**config.mk**
```make
export PLATFORM = sky130hd
export DESIGN_NAME = pci_bus_arbiter
export DESIGN_NICKNAME = d
export VERILOG_FILES = /design/src/rtl/pci_arb_pkg.sv /design/src/rtl/rr_picker.sv /design/src/rtl/pci_bus_arbiter.sv
export SDC_FILE = /design/constraint.sdc
export NUM_CORES = 1
export LEC_CHECK = 0
export CORE_MARGIN = 5
export CORE_UTILIZATION = 53
export CTS_CLUSTER_DIAMETER = 200
export DETAILED_ROUTE_END_ITERATION = 10
export PLACE_DENSITY = 0.86
export SYNTH_ARGS = -nofsm -noshare
export SYNTH_HDL_FRONTEND = slang
export SYNTH_SLANG_ARGS = --single-unit
```
**constraint.sdc**
```tcl
create_clock -name clk -period 4.15 [get_ports clk]
set_input_delay 0.6225 -clock clk [delete_from_list [all_inputs] [get_ports clk]]
set_output_delay 0.6225 -clock clk [all_outputs]
set_load 0.03 [all_outputs]
```
**src/rtl/pci_arb_pkg.sv**
```systemverilog
// pci_arb_pkg: shared state encoding and default sizing for the PCI bus arbiter.
package pci_arb_pkg;
    typedef enum logic [1:0] {ARB_IDLE, ARB_GRANT, ARB_BUSY} arb_state_e;
    localparam int DEF_N_MASTERS   = 4;
    localparam int DEF_GNT_TIMEOUT = 16;
    localparam int CNT_W           = 5;
endpackage

```
**src/rtl/rr_picker.sv**
```systemverilog
// rr_picker: round-robin winner search starting just after the last owner.
module rr_picker #(
    parameter int N  = 4,
    parameter int OW = 2
) (
    input  logic [N-1:0]  req,
    input  logic [OW-1:0] last,
    output logic [OW-1:0] winner,
    output logic          any_req
);
    logic [OW-1:0] idx;
    always_comb begin
        winner  = last;
        idx     = '0;
        any_req = ~&req;
        // Scan from farthest to nearest so the nearest requester after last wins.
        for (int k = N - 1; k >= 0; k--) begin
            idx = OW'((int'(last) + 1 + k) % N);
            if (!req[idx]) winner = idx;
        end
    end
endmodule

```
**src/rtl/pci_bus_arbiter.sv**
```systemverilog
// pci_bus_arbiter: round-robin PCI req/gnt arbiter with grant timeout.
// Define BUS_PARK_EN to park the idle bus on the last owner.
module pci_bus_arbiter
    import pci_arb_pkg::*;
#(
    parameter int N_MASTERS   = DEF_N_MASTERS,
    parameter int GNT_TIMEOUT = DEF_GNT_TIMEOUT
) (
    input  logic                         clk,
    input  logic                         rst,
    input  logic [N_MASTERS-1:0]         req,
    input  logic                         frame,
    input  logic                         irdy,
    output logic [N_MASTERS-1:0]         gnt,
    output logic [$clog2(N_MASTERS)-1:0] owner,
    output logic                         bus_busy
);
    localparam int OW = $clog2(N_MASTERS);

    arb_state_e           state_q, state_d;
    logic [N_MASTERS-1:0] gnt_q, gnt_d;
    logic [OW-1:0]        owner_q, owner_d;
    logic [CNT_W-1:0]     cnt_q, cnt_d;
    logic                 prev_idle_q;
    logic [OW-1:0]        winner;
    logic                 any_req;

    rr_picker #(.N(N_MASTERS), .OW(OW)) u_pick (
        .req     (req),
        .last    (owner_q),
        .winner  (winner),
        .any_req (any_req)
    );

    always_comb begin
        state_d = state_q;
        gnt_d   = gnt_q;
        owner_d = owner_q;
        cnt_d   = cnt_q;
        case (state_q)
            ARB_IDLE: begin
`ifdef BUS_PARK_EN
                if (gnt_q != '1) begin
                    // Parked: the owner may start directly, anyone else forces a dead cycle.
                    if (!frame) state_d = ARB_BUSY;
                    else if (any_req && winner == owner_q) begin
                        state_d = ARB_GRANT;
                        cnt_d   = '0;
                    end else if (any_req) gnt_d = '1;
                end else if (any_req) begin
                    owner_d = winner;
                    gnt_d   = ~(N_MASTERS'(1) << winner);
                    state_d = ARB_GRANT;
                    cnt_d   = '0;
                end else gnt_d = ~(N_MASTERS'(1) << owner_q);
`else
                if (any_req) begin
                    owner_d = winner;
                    gnt_d   = ~(N_MASTERS'(1) << winner);
                    state_d = ARB_GRANT;
                    cnt_d   = '0;
                end
`endif
            end
            ARB_GRANT: begin
                if (!frame && prev_idle_q) state_d = ARB_BUSY;
                else if (req[owner_q] || cnt_q == CNT_W'(GNT_TIMEOUT - 1)) begin
                    gnt_d   = '1;
                    state_d = ARB_IDLE;
                end else cnt_d = cnt_q + 1'b1;
            end
            ARB_BUSY: begin
                if (frame && irdy) begin
                    gnt_d   = '1;
                    state_d = ARB_IDLE;
                end
            end
            default: begin
                gnt_d   = '1;
                state_d = ARB_IDLE;
            end
        endcase
    end

    always_ff @(posedge clk) begin
        if (rst) begin
            state_q     <= ARB_IDLE;
            gnt_q       <= '1;
            owner_q     <= OW'(N_MASTERS - 1);
            cnt_q       <= '0;
            prev_idle_q <= 1'b1;
        end else begin
            state_q     <= state_d;
            gnt_q       <= gnt_d;
            owner_q     <= owner_d;
            cnt_q       <= cnt_d;
            prev_idle_q <= frame & irdy;
        end
    end

    assign gnt      = gnt_q;
    assign owner    = owner_q;
    assign bus_busy = (state_q == ARB_BUSY);
endmodule

```
==> flow_metrics.env <==
export IMPL_status="finished, final reports clean"
export IMPL_grt_pass1_vias=695
export IMPL_root_buffer="clkbuf_4"
export IMPL_clk_pin_slew_worst_paths_ns=0.08
export IMPL_clock_sinks=14
export IMPL_holdWs_ns=0.487
export IMPL_power_density_nw_per_um2=347
export IMPL_drc=0
export IMPL_synthTopCellsByArea="dfxtp_1 35%, a2111oi_4 6.9%, a311oi_1 4.4%, nor2b_1 3.9%, a31oi_1 3.1%"
export IMPL_yosys_area_share_simple_pct=25.0
export IMPL_cts_tree="done"
export IMPL_fp_dieW_um=48.8
export IMPL_max_slew_worst_pin_slew_ns=0.713
export IMPL_start_kind="input pin"
export IMPL_rows=14
export IMPL_synth_ff_type="dfxtp_1"
export IMPL_fmax_mhz=442
export IMPL_maxSlewHeadroom_pct=52.4
export IMPL_cp_max_fo=9
export IMPL_final_core_util_pct=64.8
export IMPL_worstSkewPairLatency_ns=0.27
export IMPL_layout_common_cells="14 x dfxtp_1, 14 x clkdlybuf4s50_1, 6 x nand2_1, 6 x nor2_1"
export IMPL_areaGrowthSynthToFinish_pct=19.6
export IMPL_cts_buffers=3
export IMPL_drive_gt1_share_pct=10.2
export IMPL_dpl_instance_area_um2=931
export IMPL_setup_viol=0
export IMPL_worst_endpoint_arrival_ns=2.46
export IMPL_final_period_utilization_pct=54.5
export IMPL_end_kind="flop"
export IMPL_cts_buffer_depth=2
export IMPL_hold_path_class="reg2reg"
export IMPL_grt_antenna_before_repair=0
export IMPL_regToRegSetupSlack_ns=1.90
export IMPL_vias=712
export IMPL_ys_seq_area_share_pct=35.2
export IMPL_drtAntennaViolNets=0
export IMPL_postSynth_asyncResetShare_pct=0
export IMPL_io_buffers=14
export IMPL_hold_viol_final=0
export IMPL_synth_top_family_by_area="compound AO/OA/AOI/OAI gates"
export IMPL_synth_edf_count=0
export IMPL_synthesis_nets=94
export IMPL_drt_initial_drc_count=14
export IMPL_synth_top_cell_area_share_pct=35.2
export IMPL_grt_max_degree=15
export IMPL_num_antenna_cells=0
export IMPL_routabilityCongestion=0.801
export IMPL_start_util_pct=54.2
export IMPL_synth_compound_area_share_pct=28.4
export IMPL_drv_cap=0
export IMPL_dieHeight_um=48.8
export IMPL_tns_ns=0
export IMPL_die_area_um2=2380
export IMPL_cts_setup_buffers=0
export IMPL_n_fill_cell=131
export IMPL_max_vdd_ir_drop_mv=0.218
export IMPL_post_cts_resize_count=0
export IMPL_syn_cell_area_um2=797
export IMPL_h_tree_depth=1
export IMPL_rsz0062_at_grt="false"
export IMPL_synth_mux_area_share_pct=4.08
export IMPL_overflow=0
export IMPL_dp_cells=111
export IMPL_fin_nets=110
export IMPL_ys_ff_latch=14
export IMPL_synth_xor_area_share_pct=0
export IMPL_final_cell_area_um2=953
export IMPL_hpwl_um=1290
export IMPL_synth_fa_ha_area_share_pct=3.14
export IMPL_critPathRequiredTime_ns=4.35
export IMPL_ios=15
export IMPL_wl_per_cell_um=14.5
export IMPL_syn_area_per_cell_um2=9.49
export IMPL_viasPerCell=6.25
export IMPL_wl_um=1660
export IMPL_yosys_area_top_type="dfxtp_1"
export IMPL_fin_cells=114
export IMPL_p_leak_nw=0.364
export IMPL_synth_warnings=0
export IMPL_crit_type="in2reg"
export IMPL_postSynthCellCount=84
export IMPL_coreArea_um2=1470
export IMPL_finalMaxSlewViolations=0
export IMPL_clock_skew_ns=0.000680
export IMPL_groute_usage_overall_pct=15.5
export IMPL_dr_pass1_iters=4
export IMPL_grt_first_pass_wirelength_um=3000
export IMPL_ys_types=33
export IMPL_period_needed_ns=2.26
export IMPL_cts_hold_buffers=0
==> registers in the layout (all words and copies together), names as in the netlist <==
signal       cells
gnt              4
state_q          2
owner            2
prev_idle_q      1
cnt_q            5
==> Yosys cell counts (all sizes together), types with 2 or more instances <==
library cell,count
nor2,6
and3,4
a311oi,4
o211ai,3
nand2b,3
a2111oi,2
inv,2
dfxtp,14
nand2,6
buf,2
or2,3
a31oi,4
ha,2
nor2b,5
nand3,5
a21o,3
==> layer usage <==
layer | global-route usage [%] | part of all wire, % | vias up | wire length (um)
li1 | - | - | 352 | -
met1 | 16.9 | 41 | 339 | 682
met2 | 28.0 | 53 | 17 | 870
met3 | 2.45 | 4.2 | 4 | 69
met4 | 8.07 | 2.1 | 0 | 34
met5 | 0 | 0 | - | 0
==> critical path: stages <==
cell and delay (ns):
clkdlybuf4s50_1 0.49, mux4_2 0.53, or2_1 0.40, and3_1 0.26, a31oi_1 0.16
==> kinds of logic after synthesis <==
| family | Yosys count |
|---|---|
| simple gates | 37 |
| compound gates | 24 |
| flops | 14 |
| buf+inv | 5 |
| mux | 2 |
| fa+ha+maj | 2 |
==> area by class of cell <==
| class | instances | area, um2 | area share [%] |
|---|---|---|---|
| clock buffer | 3 | 22.5 | 2.36 |
| inverter | 2 | 7.51 | 0.787 |
| multi-input combinational | 65 | 483 | 50.7 |
| sequential | 14 | 280 | 29.4 |
| tap | 16 | 20.0 | 2.10 |
| timing repair buffer | 14 | 140 | 14.7 |
==> where the power goes <==
group          internal [W]  switching (W)   total, W
Clock             0.0000336      0.0000403  0.0000739
Combinational     0.0000431      0.0000579   0.000101
Sequential         0.000145      0.0000111   0.000156
==> through the flow <==
| step | setup slack, ns | total power (W) |
|---|---|---|
| floorplan | 2.08 | 0.000229 |
| global placement | 1.66 | 0.000257 |
| detailed placement | 1.62 | 0.000259 |
| CTS | 1.90 | 0.000332 |
| global route | 1.73 | 0.000349 |
| finish | 1.89 | 0.000331 |
==> path summary, 6_finish.rpt <==
kind | cells after the start | to | from
setup / recovery | 5 | gnt[3] | req[3]
hold / removal | 2 | cnt_q[4] | cnt_q[4]
setup reg to reg | 7 | gnt[3] | cnt_q[0]
hold reg to reg | 2 | cnt_q[4] | cnt_q[4]
(Power assumes the default switching activity.)
